`src/rtl/ss_sched.sv`:
```
// ---------------------------------------------------------------------------
// ss_sched -- shared single-shot scheduler
//
// Several device controllers share one tick-driven down-counter. A requester
// is chosen round-robin and given a timed shot of the duration it asked for.
// Shots never overlap.
//
// Optional feature macro: SS_SCHED_GAP_EN
//   When defined, every completed or aborted shot is followed by a guard
//   interval of GAP ticks. busy stays high and gnt stays low during it.
//   When undefined, RUN returns straight to IDLE and GAP is ignored.
//
// Parameters
//   N    number of requesters (2..8)
//   W    duration / counter width in bits
//   GAP  guard interval in ticks (only used with SS_SCHED_GAP_EN)
//
// Ports
//   clk        system clock, single domain
//   rst        synchronous, active-high reset
//   tick       timebase strobe, one clk wide; the counter moves only on tick
//   req[N]     level request per requester, held until its done
//   dur[N*W]   per-requester duration in ticks, slice i = dur[i*W +: W]
//   abort      cancels the shot in progress (ignored outside RUN)
//   gnt[N]     one-hot grant, high for the whole shot
//   done[N]    one-hot, one clk, final cycle of a completed shot
//   sel        index of the current / last grantee
//   busy       high in any state other than IDLE
//   dbg_state  raw FSM state (0 IDLE, 1 RUN, 2 GAP)
//   dbg_ctr    raw shot / guard counter
//
// Handshake: req is a level. Once a requester is picked in IDLE, its dur
// slice is captured and the shot runs to completion or abort, whatever req
// does afterwards. A shot is complete in the cycle where done is high. A
// requester that still holds req after its done can compete again from the
// following IDLE cycle.
// ---------------------------------------------------------------------------
module ss_sched #(
  parameter int N   = 4,
  parameter int W   = 8,
  parameter int GAP = 2,
  localparam int SW = (N > 1) ? $clog2(N) : 1
) (
  input  logic           clk,
  input  logic           rst,
  input  logic           tick,
  input  logic [N-1:0]   req,
  input  logic [N*W-1:0] dur,
  input  logic           abort,
  output logic [N-1:0]   gnt,
  output logic [N-1:0]   done,
  output logic [SW-1:0]  sel,
  output logic           busy,
  output logic [1:0]     dbg_state,
  output logic [W-1:0]   dbg_ctr
);

  localparam logic [1:0] ST_IDLE = 2'd0;
  localparam logic [1:0] ST_RUN  = 2'd1;
`ifdef SS_SCHED_GAP_EN
  localparam logic [1:0] ST_GAP  = 2'd2;
  localparam logic [W-1:0] GAP_W = W'(GAP);
`endif

  logic [1:0]    r_state;
  logic [W-1:0]  r_ctr;
  logic [SW-1:0] r_last;
  logic [SW-1:0] r_sel;

  logic [W-1:0]  w_dur [N];
  logic [SW-1:0] w_pick;
  logic          w_found;
  logic [N-1:0]  w_sel_oh;
  logic          w_run;
  logic          w_ctr_zero;

`ifndef SS_SCHED_GAP_EN
  // GAP has no effect in this build; referenced only to keep it visible.
  logic w_unused_gap;
  assign w_unused_gap = ^GAP;
`endif

  // Unpack the flat duration bus into one slice per requester.
  always_comb begin
    for (int i = 0; i < N; i++) begin
      w_dur[i] = dur[i*W +: W];
    end
  end

  // Round-robin pick: first set request searching last+1, last+2, ... mod N.
  // The last requester in the search order is the one granted last time, so
  // it only wins again when nobody else is asking.
  always_comb begin
    w_pick  = '0;
    w_found = 1'b0;
    for (int k = 1; k <= N; k++) begin
      if (!w_found && req[(int'(r_last) + k) % N]) begin
        w_found = 1'b1;
        w_pick  = SW'((int'(r_last) + k) % N);
      end
    end
  end

  assign w_run      = (r_state == ST_RUN);
  assign w_ctr_zero = (r_ctr == '0);
  assign w_sel_oh   = N'(1) << r_sel;

  // Outputs are decoded from registered state only. done uses ctr == 0, so a
  // zero-length shot produces gnt and done in the same single cycle.
  assign gnt       = w_run ? w_sel_oh : '0;
  assign done      = (w_run && w_ctr_zero) ? w_sel_oh : '0;
  assign busy      = (r_state != ST_IDLE);
  assign sel       = r_sel;
  assign dbg_state = r_state;
  assign dbg_ctr   = r_ctr;

  always_ff @(posedge clk) begin
    if (rst) begin
      r_state <= ST_IDLE;
      r_ctr   <= '0;
      r_last  <= SW'(N - 1);   // requester 0 is first in the search order
      r_sel   <= '0;
    end else begin
      case (r_state)
        ST_IDLE: begin
          if (w_found) begin
            // Duration captured once here; later changes to dur are ignored.
            r_ctr   <= w_dur[w_pick];
            r_sel   <= w_pick;
            r_last  <= w_pick;
            r_state <= ST_RUN;
          end
        end

        ST_RUN: begin
          // Completion is checked before abort and before tick: an abort on
          // the terminal cycle still completes, and a tick at zero never
          // underflows the counter.
          if (w_ctr_zero) begin
`ifdef SS_SCHED_GAP_EN
            r_ctr   <= GAP_W;
            r_state <= ST_GAP;
`else
            r_state <= ST_IDLE;
`endif
          end else if (abort) begin
            // r_last already holds the aborted index, so rotation moves on.
`ifdef SS_SCHED_GAP_EN
            r_ctr   <= GAP_W;
            r_state <= ST_GAP;
`else
            r_ctr   <= '0;
            r_state <= ST_IDLE;
`endif
          end else if (tick) begin
            r_ctr <= r_ctr - 1'b1;
          end
        end

`ifdef SS_SCHED_GAP_EN
        ST_GAP: begin
          if (w_ctr_zero) begin
            r_state <= ST_IDLE;
          end else if (tick) begin
            r_ctr <= r_ctr - 1'b1;
          end
        end
`endif

        default: begin
          r_state <= ST_IDLE;
          r_ctr   <= '0;
        end
      endcase
    end
  end

endmodule

```
`config.mk`:
```
export PLATFORM = sky130hd
export DESIGN_NAME = ss_sched
export DESIGN_NICKNAME = d
export VERILOG_FILES = /design/src/rtl/ss_sched.sv
export SDC_FILE = /design/constraint.sdc
export NUM_CORES = 1
export LEC_CHECK = 0
export CAP_MARGIN = 20
export CELL_PAD_IN_SITES_DETAIL_PLACEMENT = 1
export CELL_PAD_IN_SITES_GLOBAL_PLACEMENT = 1
export CORE_MARGIN = 5
export CORE_UTILIZATION = 26
export CTS_CLUSTER_DIAMETER = 150
export DETAILED_ROUTE_END_ITERATION = 12
export PLACE_DENSITY_LB_ADDON = 0.2
export SYNTH_ARGS = -nofsm -noshare
export SYNTH_HDL_FRONTEND = slang
export SYNTH_SLANG_ARGS = --single-unit
```
`constraint.sdc`:
```
create_clock -name clk -period 2.4 [get_ports clk]
set_input_delay 0.48 -clock clk [delete_from_list [all_inputs] [get_ports clk]]
set_output_delay 0.48 -clock clk [all_outputs]
set_load 0.005 [all_outputs]
```
==> After elaboration in Yosys (flattened, before gate mapping) <==
Cells that the tools add are included.
{ "word_totals": {"in_bits": 40, "mem_bits_rw": 0, "mem_bits_ro": 0, "memories": 0, "ff_bits": 14, "output_inout_bits": 21, "latch_bits": 0, "wordCells": 76} }
{ "classes": {"n_bitwise": 5, "mul": 0, "n_shift": 1, "n_reduce_logical": 17, "div_mod_pow": 0, "add_sub_neg": 5, "order_cmp": 5, "n_eq_ne": 5, "mux": 34} }
{ "ops": {"columns": ["op", "n"], "rows": [
  ["$mux W8", 6],
  ["$bmux W8 S2", 1],
  ["$lt A3 B4 Y1 const B", 4],
  ["$pmux W8 S2", 1],
  ["$mux W2", 7],
  ["$mux W1", 12],
  ["$bmux W1 S2", 4],
  ["$logic_not A8 Y1", 1],
  ["$mux W4", 2],
  ["$reduce_or A2 Y1", 4],
  ["$sub A8 B1 Y8 const B", 1],
  ["$add A2 B1 Y2 const B", 2],
  ["$add A2 B2 Y2 const B", 2],
  ["$and A1 B1 Y1 const A", 4],
  ["$logic_and A1 B1 Y1", 4],
  ["$ne A2 B2 Y1 const B", 2],
  ["$pmux W2 S2", 1],
  ["$reduce_and A2 Y1", 2],
  ["$shl A1 B2 Y4 const A", 1],
  ["$ge A3 B3 Y1 const B", 1],
  ["$logic_not A1 Y1", 3],
  ["$ne A3 B2 Y1 const B", 1],
  ["$ne A3 B3 Y1 const B", 1],
  ["$not A2 Y3", 1],
  ["other kinds (4)", 4]
]} }

==> Longest topological paths before layout <==
Gate-level depths: netlist of the first run.
{ "logic_depth": {"depth_word": 22, "ltp_mapped": 8, "mapped_depth_nobuf": 8} }

==> Worst setup path before layout of the first run <==
OpenSTA, ideal clock, no wires.
{ "synth_timing": {"kind": "register to output", "from": "reg r_ctr[0], in the netlist dbg_ctr[0]", "to": "out done[1]", "path_buffers": 0, "t_required_ps": 1920, "path_slack_ps": 616, "arrival_time_ps": 1304, "path_stages_with_launch": 7, "path_cell_list": "dfxtp_1 -> inv_1 -> ha_1 -> nor4b_2 -> and2_1 -> nand2_1 -> nor2_1"} }
{ "synth_between": {"elab_chain_len": 3} }
{ "synth_lines": {"columns": ["element", "line_no", "source"], "rows": [
  ["start, declared", "66", "logic [W-1:0] r_ctr;"],
  ["start signal, assigned", "128", "r_ctr <= w_dur[w_pick];"],
  ["start signal, assigned", "156", "r_ctr <= r_ctr - 1'b1;"],
  ["$logic_not A8 Y1", "105", "assign w_ctr_zero = (r_ctr == '0);"],
  ["$logic_and A1 B1 Y1", "111", "assign done = (w_run && w_ctr_zero) ? w_sel_oh : '0;"],
  ["$mux W4", "111", null],
  ["end, declared", "51", "output logic [N-1:0] done,"]
]} }
No other way between the ends.

==> Final worst setup path of the first run <==
{ "layout_timing": {"from": "reg r_ctr[0], in the netlist dbg_ctr[0]", "to": "out done[0]"} }
Same word-level chain as after synthesis.

==> parameters.txt, run 1 <==
Parameter                              Value

Status
  Status    finished clean

Run
  Number of maximum-capacitance violations    0

Logic synthesis
  Proportion of netlist area held by the largest area contributor    23.9%
  Largest family of logic cells by synthesized area    simple AND/OR/NAND/NOR gates
  Flip-flop and latch count after synthesis    13
  Portion of the post-synthesis area used by sequential elements    23.9%
  Synthesized-area fraction occupied by and/or/nand/nor cells    25.6%
  Share of flip-flops with an asynchronous set or reset    0%
  Synth warnings    0
  Largest area contributor in the synthesized netlist    sky130_fd_sc_hd__dfxtp_1
  Total nets after synthesis    180
  Xor/xnor cell area share of the yosys netlist    0.803%
  Adder-cell share of the synthesized area    1.15%
  Post-Syn Instances    139
  Fraction of the mapped netlist area in compound gates    21.2%
  Cell area after synthesis    1090 um^2
  Share of cell area taken by muxes after synthesis    21.0%
  Area contributors post-synth    sky130_fd_sc_hd__dfxtp_1 (24%), sky130_fd_sc_hd__mux2i_1 (14%), sky130_fd_sc_hd__mux2_2 (6.2%), sky130_fd_sc_hd__nor2_1 (5.8%), sky130_fd_sc_hd__a21oi_1 (5.0%)
  Syn_area_per_cell    7.85 um^2
  Number of distinct library cell variants in the gate-level netlist after synthesis    39
  Number of flops mapped to enable cells by yosys    0
  Dominant synthesized flop cell    sky130_fd_sc_hd__dfxtp_1

Clock network
  H-tree depth    1
  Latest clock arrival within the worst-skew pair    0.25 ns
  CTS tree    built
  Number of sinks on the clock net    13
  Root buffer cell    sky130_fd_sc_hd__clkbuf_8
  Clock input transition at the sequential cells of the worst setup and hold paths    0.05 ns
  Maximum number of buffers from clock root to sink    2
  Number of buffers inserted during clock tree synthesis    3
  Total of hold buffers inserted after clock tree synthesis    0

Layout
  Leading cell types in the layout, fill and taps excluded    sky130_fd_sc_hd__clkdlybuf4s50_1 (55), sky130_fd_sc_hd__nor2_1 (17), sky130_fd_sc_hd__mux2i_1 (15)
  Share of final-layout standard cells stronger than drive strength 1    14.4%
  Multi-input gate area    778 um^2
  N_diodes    0
  Fin cells    259
  # fillers    486
  Core occupancy in the finished layout    46.0%
  FF+latch area    260 um^2
  Nets    251
  Synthesis-to-finish area growth    69.7%
  Most common cell after layout, fill and taps aside    sky130_fd_sc_hd__clkdlybuf4s50_1

Timing
  Worst path setup slack after routing    0.159 ns
  Period minus WS final    2.24 ns
  Final worst-path cycle share    93.4%
  Final Slew Violations    0
  Largest clock skew in the final design    0.00280 ns
  Final hold vios    0
  RSZ-0062 raised after global routing    false
  Final setup violation count    0
  WHS    0.525 ns
  Highest Clock Rate    0.446 GHz

Detailed routing
  Number of DRC markers in iteration 0    16
  Total detailed-routing wirelength    4110 um
  Average wire length per cell after detail routing    15.9 um
  Via Count    1323
  Number of routed nets with antenna violations    0
  DRC violation count after routing    0
  First-pass iteration count of the detailed router    4
  Average via count per standard cell    5.11

Place
  Port buffer count    59
  HPWL after detailed placement    3450 um
  DP Cell Count    253
  Worst setup slack before clock tree synthesis    -0.00156 ns
  RePlAce Congestion    0.912

Setup path
  Data required, critical path    1.92 ns
  CP endpoint kind    output port
  Setup Crit Path Kind    flip-flop to output port
  Capture point of the worst reg-to-reg path    dbg_ctr[0]$_SDFFE_PP0P_
  Cell-by-cell listing of the critical path    inv_2 -> ha_2 -> nor4b_4 -> nand2_1 -> buf_4 -> nor3_1 -> dlygate4sd2_1
  Launch point of the worst reg-to-reg path    dbg_ctr[0]$_SDFFE_PP0P_
  Data arrival time of the critical path    1.76 ns
  Startpoint types    flip-flop
  Crit-path max cell delay    0.33 ns
  Crit-path max FO    3
  Cell at the slowest stage of the critical path    sky130_fd_sc_hd__dfxtp_1
  Reg2reg setup slack    0.51 ns
  Cells on worst reg2reg path    9

Global route
  Number of antenna violations at the first check in global routing    0
  Maximum number of pins on one net before global-route repair    12
  Grt ovf    0
  Combined global-route utilization of all metal layers    15.5%
  Via count of the first global-routing pass    1452
  Global-route wire length before repair    6620 um

Min path
  Class of the most critical hold timing path    flip-flop to flip-flop
  Start point of the worst hold path    dbg_ctr[0]$_SDFFE_PP0P_
  Worst hold path endpoint    dbg_ctr[0]$_SDFFE_PP0P_
  Hold Crit Depth    2

Pwr
  Power per cell area    561 nW/um^2
  Pwr Total    1.04 mW
  Static leakage    0.756 nW
  VDD IR max    0.444 mV

Floorplanning
  Count of pins on the block boundary    61
  Initial standard-cell utilization of the core    27.1%
  Die area    5590 um^2
  Die Width    74.8 um
  Die extent in y    74.8 um
  Floorplan core area    4030 um^2
  Row count    23
[metrics by stage]
| step | setup TNS (ns) | cell area, um^2 |
|---|---|---|
| global placement | 0 | 1780 |
| CTS | 0 | 1850 |
| detailed placement | -0.00156 | 1780 |
| global route | 0 | 1850 |
| floorplan | 0 | 1090 |
| finish | 0 | 1850 |
[state kept, by name, summed over array words and instances (netlist names)]
| signal | count |
|---|---|
| dbg_ctr | 8 |
| r_last | 2 |
| sel | 2 |
| dbg_state | 1 |
[Yosys cell counts (2+ instances only)]
library cell	count
sky130_fd_sc_hd__o22ai_1	7
sky130_fd_sc_hd__nand2b_1	7
sky130_fd_sc_hd__mux2_2	6
sky130_fd_sc_hd__mux2i_1	15
sky130_fd_sc_hd__nor3_1	10
sky130_fd_sc_hd__nand3_1	3
sky130_fd_sc_hd__inv_1	6
sky130_fd_sc_hd__o21ai_0	3
sky130_fd_sc_hd__a22oi_1	2
sky130_fd_sc_hd__o31a_1	2
sky130_fd_sc_hd__nor2_1	17
sky130_fd_sc_hd__a21oi_1	11
sky130_fd_sc_hd__nand2_1	10
sky130_fd_sc_hd__dfxtp_1	13
sky130_fd_sc_hd__buf_4	2
sky130_fd_sc_hd__buf_2	2
[repair_timing]
| item | CTS | global route |
|---|---|---|
| resized for setup | 8 | 0 |
| buffers inserted | 2 | 0 |
| setup endpoints to repair | 4 | 0 |
[power by group]
| part | leakage, nW | switching (mW) | internal (mW) |
|---|---|---|---|
| Combinational | 0.626 | 0.232 | 0.306 |
| Sequential | 0.108 | 0.0500 | 0.250 |
| Clock | 0.0228 | 0.0827 | 0.118 |
[cell families after synthesis]
family	after synthesis
AND/OR/NAND/NOR	54
AO/OA/AOI/OAI	35
multiplexers	22
flip-flops	13
buffers and inverters	12
adder cells (fa/ha/maj)	1
other	1
XOR/XNOR	1
[worst max-delay path: cells and delay by family, from the launching register on]
family	cells	cell delay, ns
fa+ha+maj	1	0.19
simple gates	3	0.50
buf+inv	3	0.50
flops	1	0.33
[worst max path at each step]
stage / startpoint / end / slack (ns) / cells after the start
2_1_floorplan: dbg_ctr[0]$_SDFFE_PP0P_ / done[1] / 0.62 / 6
3_3_place_gp: req[3] / dbg_ctr[2]$_SDFFE_PP0P_ / 0.06 / 8
3_5_place_dp: req[3] / dbg_ctr[2]$_SDFFE_PP0P_ / -0.002 / 8
4_1_cts: dbg_ctr[0]$_SDFFE_PP0P_ / done[0] / 0.13 / 7
5_1_grt: dbg_ctr[0]$_SDFFE_PP0P_ / done[0] / 0.0001 / 7
6_report: dbg_ctr[0]$_SDFFE_PP0P_ / done[0] / 0.16 / 7
[layout make-up]
type | count | share of cell area, %
clock buffers | 4 | 2.43
repair buffers | 72 | 36.9
well taps | 50 | 3.38
flip-flops and latches | 13 | 14.1
inverters | 6 | 1.22
multi-input cells | 114 | 42.0
[layer usage]
metal	wire, um	part of all wire, %	GRT usage (%)	vias to the layer above
li1	-	-	-	646
met1	1620	39	15.9	624
met2	2170	53	30.7	46
met3	263	6.4	3.87	7
met4	59	1.4	4.35	0
met5	0	0	0	-
Power figures use the tool's default switching activity.
==> run 2, diff against run 1 <==
--- a/config.mk
+++ b/config.mk
@@ -8,7 +8,7 @@
 export CAP_MARGIN = 20
 export CELL_PAD_IN_SITES_DETAIL_PLACEMENT = 1
 export CELL_PAD_IN_SITES_GLOBAL_PLACEMENT = 1
-export CORE_MARGIN = 5
+export CORE_MARGIN = 2
 export CORE_UTILIZATION = 26
 export CTS_CLUSTER_DIAMETER = 150
 export DETAILED_ROUTE_END_ITERATION = 12
==> parameters.txt, run 2 (synthesis results as in run 1) <==
Parameter                              Value

Status
  Status    finished clean (unchanged)

Place
  DP Cell Count    253 (unchanged)
  RePlAce Congestion    0.834 (was 0.912)
  Port buffer count    59 (unchanged)
  HPWL after detailed placement    3370 um (was 3450 um)

Clock network
  Clock input transition at the sequential cells of the worst setup and hold paths    0.06 ns (was 0.05 ns)
  Total of hold buffers inserted after clock tree synthesis    0 (unchanged)
  Number of sinks on the clock net    13 (unchanged)
  Root buffer cell    sky130_fd_sc_hd__clkbuf_8 (unchanged)
  CTS tree    built (unchanged)
  Number of buffers inserted during clock tree synthesis    3 (unchanged)
  H-tree depth    1 (unchanged)
  Latest clock arrival within the worst-skew pair    0.25 ns (about the same)
  Maximum number of buffers from clock root to sink    2 (unchanged)

Global route
  Combined global-route utilization of all metal layers    18.0% (was 15.5%)
  Number of antenna violations at the first check in global routing    0 (unchanged)
  Via count of the first global-routing pass    1351 (was 1452)
  Grt ovf    0 (unchanged)
  Global-route wire length before repair    6270 um (was 6620 um)
  Maximum number of pins on one net before global-route repair    13 (was 12)

Layout
  Fin cells    258 (was 259)
  N_diodes    0 (unchanged)
  Synthesis-to-finish area growth    69.7% (unchanged)
  Most common cell after layout, fill and taps aside    sky130_fd_sc_hd__clkdlybuf4s50_1 (unchanged)
  Share of final-layout standard cells stronger than drive strength 1    14.4% (about the same)
  Nets    250 (was 251)
  Flip-flop count of the largest register after layout    8 (unchanged)
  Leading cell types in the layout, fill and taps excluded    sky130_fd_sc_hd__clkdlybuf4s50_1 (55), sky130_fd_sc_hd__nor2_1 (17), sky130_fd_sc_hd__mux2i_1 (15) (unchanged)

Timing
  Final hold vios    0 (unchanged)
  Setup TNS Final    0 ns (unchanged)
  Period minus WS final    2.26 ns (was 2.24 ns)
  Final Slew Violations    0 (unchanged)
  Largest clock skew in the final design    0.00374 ns (was 0.00280 ns)
  Final worst-path cycle share    94.1% (was 93.4%)
  Highest Clock Rate    0.443 GHz (was 0.446 GHz)
  RSZ-0062 raised after global routing    false (unchanged)
  Final setup violation count    0 (unchanged)

Setup path
  Cell at the slowest stage of the critical path    sky130_fd_sc_hd__dfxtp_1 (unchanged)
  Delay-heaviest family, CP    simple AND/OR/NAND/NOR gates (was buffers and inverters)
  Startpoint types    flip-flop (unchanged)
  Crit-path max FO    3 (unchanged)
  Crit-path max cell delay    0.33 ns (about the same)
  Cell-by-cell listing of the critical path    inv_2 -> ha_2 -> nor4b_4 -> buf_4 -> and2_4 -> nand2_1 -> nor2_1 -> dlygate4sd2_1 (was inv_2 -> ha_2 -> nor4b_4 -> nand2_1 -> buf_4 -> nor3_1 -> dlygate4sd2_1)
  Data required, critical path    1.92 ns (about the same)
  CP endpoint kind    output port (unchanged)
  Count of buffering cells on the critical path with inverters included    3 (unchanged)
  Data arrival time of the critical path    1.78 ns (was 1.76 ns)
  Setup Crit Path Kind    flip-flop to output port (unchanged)

Min path
  Class of the most critical hold timing path    flip-flop to flip-flop (unchanged)

Floorplanning
  Initial standard-cell utilization of the core    27.1% (unchanged)
  Count of pins on the block boundary    61 (unchanged)
  Row count    23 (unchanged)
  Floorplan core area    4030 um^2 (unchanged)
  Die Width    68.8 um (was 74.8 um)
  Die area    4730 um^2 (was 5590 um^2)
  Die extent in y    68.8 um (was 74.8 um)

Pwr
  VDD IR max    0.374 mV (was 0.444 mV)
  Static leakage    0.763 nW (was 0.756 nW)
  Power per cell area    561 nW/um^2 (about the same)

Detailed routing
  First-pass iteration count of the detailed router    4 (unchanged)
  Number of DRC markers in iteration 0    36 (was 16)
  DRC violation count after routing    0 (unchanged)
  Via Count    1330 (was 1323)
  Average wire length per cell after detail routing    15.7 um (was 15.9 um)
  Total detailed-routing wirelength    4050 um (was 4110 um)
  Average via count per standard cell    5.16 (was 5.11)
  Number of routed nets with antenna violations    0 (unchanged)

Run
  Number of maximum-capacitance violations    0 (unchanged)
==> run 2: changes by cell type in the layout (fill, tap and decap cells not counted) <==
cell / delta
sky130_fd_sc_hd__dlygate4sd2_1: -2
sky130_fd_sc_hd__dlymetal6s2s_1: +1
sky130_fd_sc_hd__nand2_2: +1
sky130_fd_sc_hd__nand2_1: -1
sky130_fd_sc_hd__clkdlybuf4s15_1: +1
sky130_fd_sc_hd__buf_4: -1
==> run 2: path summary, 6_finish.rpt <==
kind,startpoint,endpoint,slack [ns],cells after the start
setup / recovery,dbg_ctr[0]$_SDFFE_PP0P_,done[3],0.14,8
hold / removal,r_last[0]$_SDFFE_PP1P_,r_last[0]$_SDFFE_PP1P_,0.51,2
setup reg to reg,dbg_ctr[0]$_SDFFE_PP0P_,dbg_ctr[0]$_SDFFE_PP0P_,0.39,10
hold reg to reg,r_last[0]$_SDFFE_PP1P_,r_last[0]$_SDFFE_PP1P_,0.51,2
==> run 2: metal layers <==
| layer | global-route usage [%] | share of wire, % | vias up |
|---|---|---|---|
| met4 | 5.64 | 1.7 | 0 |
| met5 | 0 | 0 | - |
| met3 | 4.38 | 7.6 | 9 |
| li1 | - | - | 643 |
| met1 | 19.3 | 40 | 621 |
| met2 | 34.5 | 51 | 57 |
==> run 2: area by class of cell <==
type | instances | area [um^2]
clock buffers | 4 | 45.0
fillers | 488 | 2180
inverters | 6 | 22.5
multi-input cells | 114 | 781
flip-flops and latches | 13 | 260
well taps | 50 | 62.6
repair buffers | 71 | 681
==> run 2: metrics by stage <==
step	hold slack [ns]	util, %	setup slack (ns)	power (mW)	instance area (um^2)
2_1_floorplan	0.475	-	0.616	0.567	1090
5_1_grt	0.573	46.0	0.00717	1.12	1850
3_3_place_gp	0.503	44.3	0.0886	0.805	1780
3_5_place_dp	0.503	44.3	0.0159	0.822	1780
4_1_cts	0.516	45.9	0.0271	1.05	1850
6_report	0.513	46.0	0.143	1.04	1850
==> run 2: tightest hold or removal path, delay by kind of cell (launching register included) <==
| family | cells | cell delay [ns] |
|---|---|---|
| AND/OR/NAND/NOR | 1 | 0.05 |
| flip-flops | 1 | 0.33 |
| AO/OA/AOI/OAI | 1 | 0.10 |
==> run 2: where the power goes <==
group | switching (mW) | internal, mW | total [mW]
Combinational | 0.237 | 0.304 | 0.541
Sequential | 0.0479 | 0.250 | 0.298
Clock | 0.0819 | 0.117 | 0.199
==> run 2: what timing repair did <==
item | in CTS | in global routing
setup buffers | 1 | 0
endpoints found under the setup margin | 4 | 2
hold endpoints to repair | 0 | 0
resized for setup | 8 | 2
==> run 3, diff against run 2 <==
--- a/config.mk
+++ b/config.mk
@@ -9,9 +9,10 @@
 export CELL_PAD_IN_SITES_DETAIL_PLACEMENT = 1
 export CELL_PAD_IN_SITES_GLOBAL_PLACEMENT = 1
 export CORE_MARGIN = 2
-export CORE_UTILIZATION = 26
+export CORE_UTILIZATION = 42
 export CTS_CLUSTER_DIAMETER = 150
 export DETAILED_ROUTE_END_ITERATION = 12
+export DONT_BUFFER_PORTS = 1
 export PLACE_DENSITY_LB_ADDON = 0.2
 export SYNTH_ARGS = -nofsm -noshare
 export SYNTH_HDL_FRONTEND = slang
==> parameters.txt, run 3 (synthesis results as in run 1) <==
Parameter                              Value

Status
  Status    finished clean (unchanged)

Place
  HPWL after detailed placement    2450 um (was 3370 um)
  RePlAce Congestion    0.875 (was 0.834)
  Port buffer count    0 (was 59)
  Standard cell area after detailed placement    1110 um^2 (was 1780 um^2)

Global route
  Combined global-route utilization of all metal layers    20.9% (was 18.0%)
  Global-route wire length before repair    4450 um (was 6270 um)
  Maximum number of pins on one net before global-route repair    15 (was 13)
  Grt ovf    0 (unchanged)
  Number of antenna violations at the first check in global routing    0 (unchanged)
  Via count of the first global-routing pass    981 (was 1351)

Setup path
  Crit-path max cell delay    0.35 ns (was 0.33 ns)
  Cell-by-cell listing of the critical path    inv_1 -> ha_1 -> nor4b_4 -> nand2_1 -> nor3_1 (was inv_2 -> ha_2 -> nor4b_4 -> buf_4 -> and2_4 -> nand2_1 -> nor2_1 -> dlygate4sd2_1)
  CP endpoint kind    output port (unchanged)
  Startpoint types    flip-flop (unchanged)
  Data required, critical path    1.92 ns (about the same)
  Cell at the slowest stage of the critical path    sky130_fd_sc_hd__dfxtp_1 (unchanged)
  Data arrival time of the critical path    1.76 ns (was 1.78 ns)
  Crit-path max FO    5 (was 3)
  Setup Crit Path Kind    flip-flop to output port (unchanged)

Detailed routing
  First-pass iteration count of the detailed router    4 (unchanged)
  Total detailed-routing wirelength    3070 um (was 4050 um)
  Average wire length per cell after detail routing    18.0 um (was 15.7 um)
  Via Count    1030 (was 1330)
  DRC violation count after routing    0 (unchanged)
  Number of DRC markers in iteration 0    18 (was 36)
  Average via count per standard cell    6.02 (was 5.16)
  Number of routed nets with antenna violations    0 (unchanged)

Clock network
  Maximum number of buffers from clock root to sink    2 (unchanged)
  Setup Fix Bufs, Post-CTS    0 (was 1)
  Clock input transition at the sequential cells of the worst setup and hold paths    0.08 ns (was 0.06 ns)
  Latest clock arrival within the worst-skew pair    0.28 ns (was 0.25 ns)
  H-tree depth    1 (unchanged)
  Resized cells post-CTS    0 (was 8)
  CTS tree    built (unchanged)
  Root buffer cell    sky130_fd_sc_hd__clkbuf_4 (was sky130_fd_sc_hd__clkbuf_8)
  Number of sinks on the clock net    13 (unchanged)
  Total of hold buffers inserted after clock tree synthesis    0 (unchanged)
  Number of buffers inserted during clock tree synthesis    3 (unchanged)

Timing
  Period minus WS final    2.24 ns (was 2.26 ns)
  Final Slew Violations    0 (unchanged)
  Largest clock skew in the final design    0.00315 ns (was 0.00374 ns)
  Final hold vios    0 (unchanged)
  Transition at the pin with the smallest max-transition slack    0.523 ns
  Setup TNS Final    0 ns (unchanged)
  Final worst-path cycle share    93.5% (was 94.1%)
  Relative slew slack    65.2%
  Final setup violation count    0 (unchanged)
  Highest Clock Rate    0.446 GHz (was 0.443 GHz)
  RSZ-0062 raised after global routing    false (unchanged)

Layout
  Core occupancy in the finished layout    46.5% (was 46.0%)
  Synthesis-to-finish area growth    5.62% (was 69.7%)
  Leading cell types in the layout, fill and taps excluded    sky130_fd_sc_hd__nor2_1 (17), sky130_fd_sc_hd__mux2i_1 (15), sky130_fd_sc_hd__dfxtp_1 (13) (was sky130_fd_sc_hd__clkdlybuf4s50_1 (55), sky130_fd_sc_hd__nor2_1 (17), sky130_fd_sc_hd__mux2i_1 (15))
  Flip-flop count of the largest register after layout    8 (unchanged)
  Nets    183 (was 250)
  Share of final-layout standard cells stronger than drive strength 1    13.5% (was 14.4%)
  # fillers    312 (was 488)
  N_diodes    0 (unchanged)
  Area of all placed cells without fillers    1150 um^2 (was 1850 um^2)
  Most common cell after layout, fill and taps aside    sky130_fd_sc_hd__nor2_1 (was sky130_fd_sc_hd__clkdlybuf4s50_1)

Pwr
  VDD IR max    0.400 mV (was 0.374 mV)
  Static leakage    0.464 nW (was 0.763 nW)
  Power per cell area    678 nW/um^2 (was 561 nW/um^2)

Floorplanning
  Count of pins on the block boundary    61 (unchanged)
  Die extent in y    55.0 um (was 68.8 um)
  Initial standard-cell utilization of the core    44.0% (was 27.1%)
  Row count    18 (was 23)
  Floorplan core area    2480 um^2 (was 4030 um^2)
  Die Width    55.0 um (was 68.8 um)
  Die area    3020 um^2 (was 4730 um^2)

Min path
  Class of the most critical hold timing path    primary input to flip-flop (was flip-flop to flip-flop)

Run
  Number of maximum-capacitance violations    0 (unchanged)
run 3: changes by cell type in the layout (fill, tap and decap cells not counted), sizes merged:
cell	change
buf	-8
dlymetal6s2s	-1
clkdlybuf4s50	-55
dlygate4sd2	-2
clkdlybuf4s15	-1
run 3: final cells by class:
type,instances,area (um^2),share of cell area [%]
Multi-Input combinational cell,114,776,67.3
Sequential cell,13,260,22.6
Tap cell,30,37.5,3.26
Timing Repair Buffer,4,30.0,2.61
Clock buffer,4,26.3,2.28
Inverter,6,22.5,1.95
run 3: through the flow:
stage	power (mW)	hold slack, ns	worst slack (ns)	std cells
finish	0.781	0.255	0.157	171
detailed placement	0.636	0.535	0.352	167
CTS	0.778	0.246	0.0789	171
global route	0.841	0.240	0.0131	171
floorplan	0.567	0.475	0.616	139
global placement	0.626	0.505	0.480	167
run 3: routing by layer:
| metal | vias to the layer above | GRT usage [%] | wire length (um) |
|---|---|---|---|
| met1 | 484 | 24.3 | 1270 |
| li1 | 513 | - | - |
| met4 | 0 | 2.44 | 14 |
| met3 | 3 | 5.38 | 181 |
| met2 | 30 | 39.5 | 1610 |
| met5 | - | 0 | 0 |
run 3: worst paths after layout:
| check | end | slack, ns | start | depth (start not counted) |
|---|---|---|---|---|
| max | done[0] | 0.16 | dbg_ctr[0]$_SDFFE_PP0P_ | 5 |
| min reg2reg | r_last[0]$_SDFFE_PP1P_ | 0.54 | r_last[0]$_SDFFE_PP1P_ | 2 |
| max reg2reg | dbg_ctr[0]$_SDFFE_PP0P_ | 0.44 | dbg_ctr[0]$_SDFFE_PP0P_ | 8 |
| min | dbg_ctr[0]$_SDFFE_PP0P_ | 0.25 | rst | 1 |
run 3: report_power, final:
group          switching [mW]  internal (mW)  total [mW]
registers              0.0572          0.249       0.307
clock network          0.0744         0.0646       0.139
logic                   0.179          0.157       0.336
total                   0.311          0.471       0.781
run 3: worst max-delay path, delay by kind of cell, from the launching register on:
kind | cells | cell delay, ns
simple gates | 3 | 0.77
buf+inv | 1 | 0.12
fa+ha+maj | 1 | 0.25
flops | 1 | 0.35
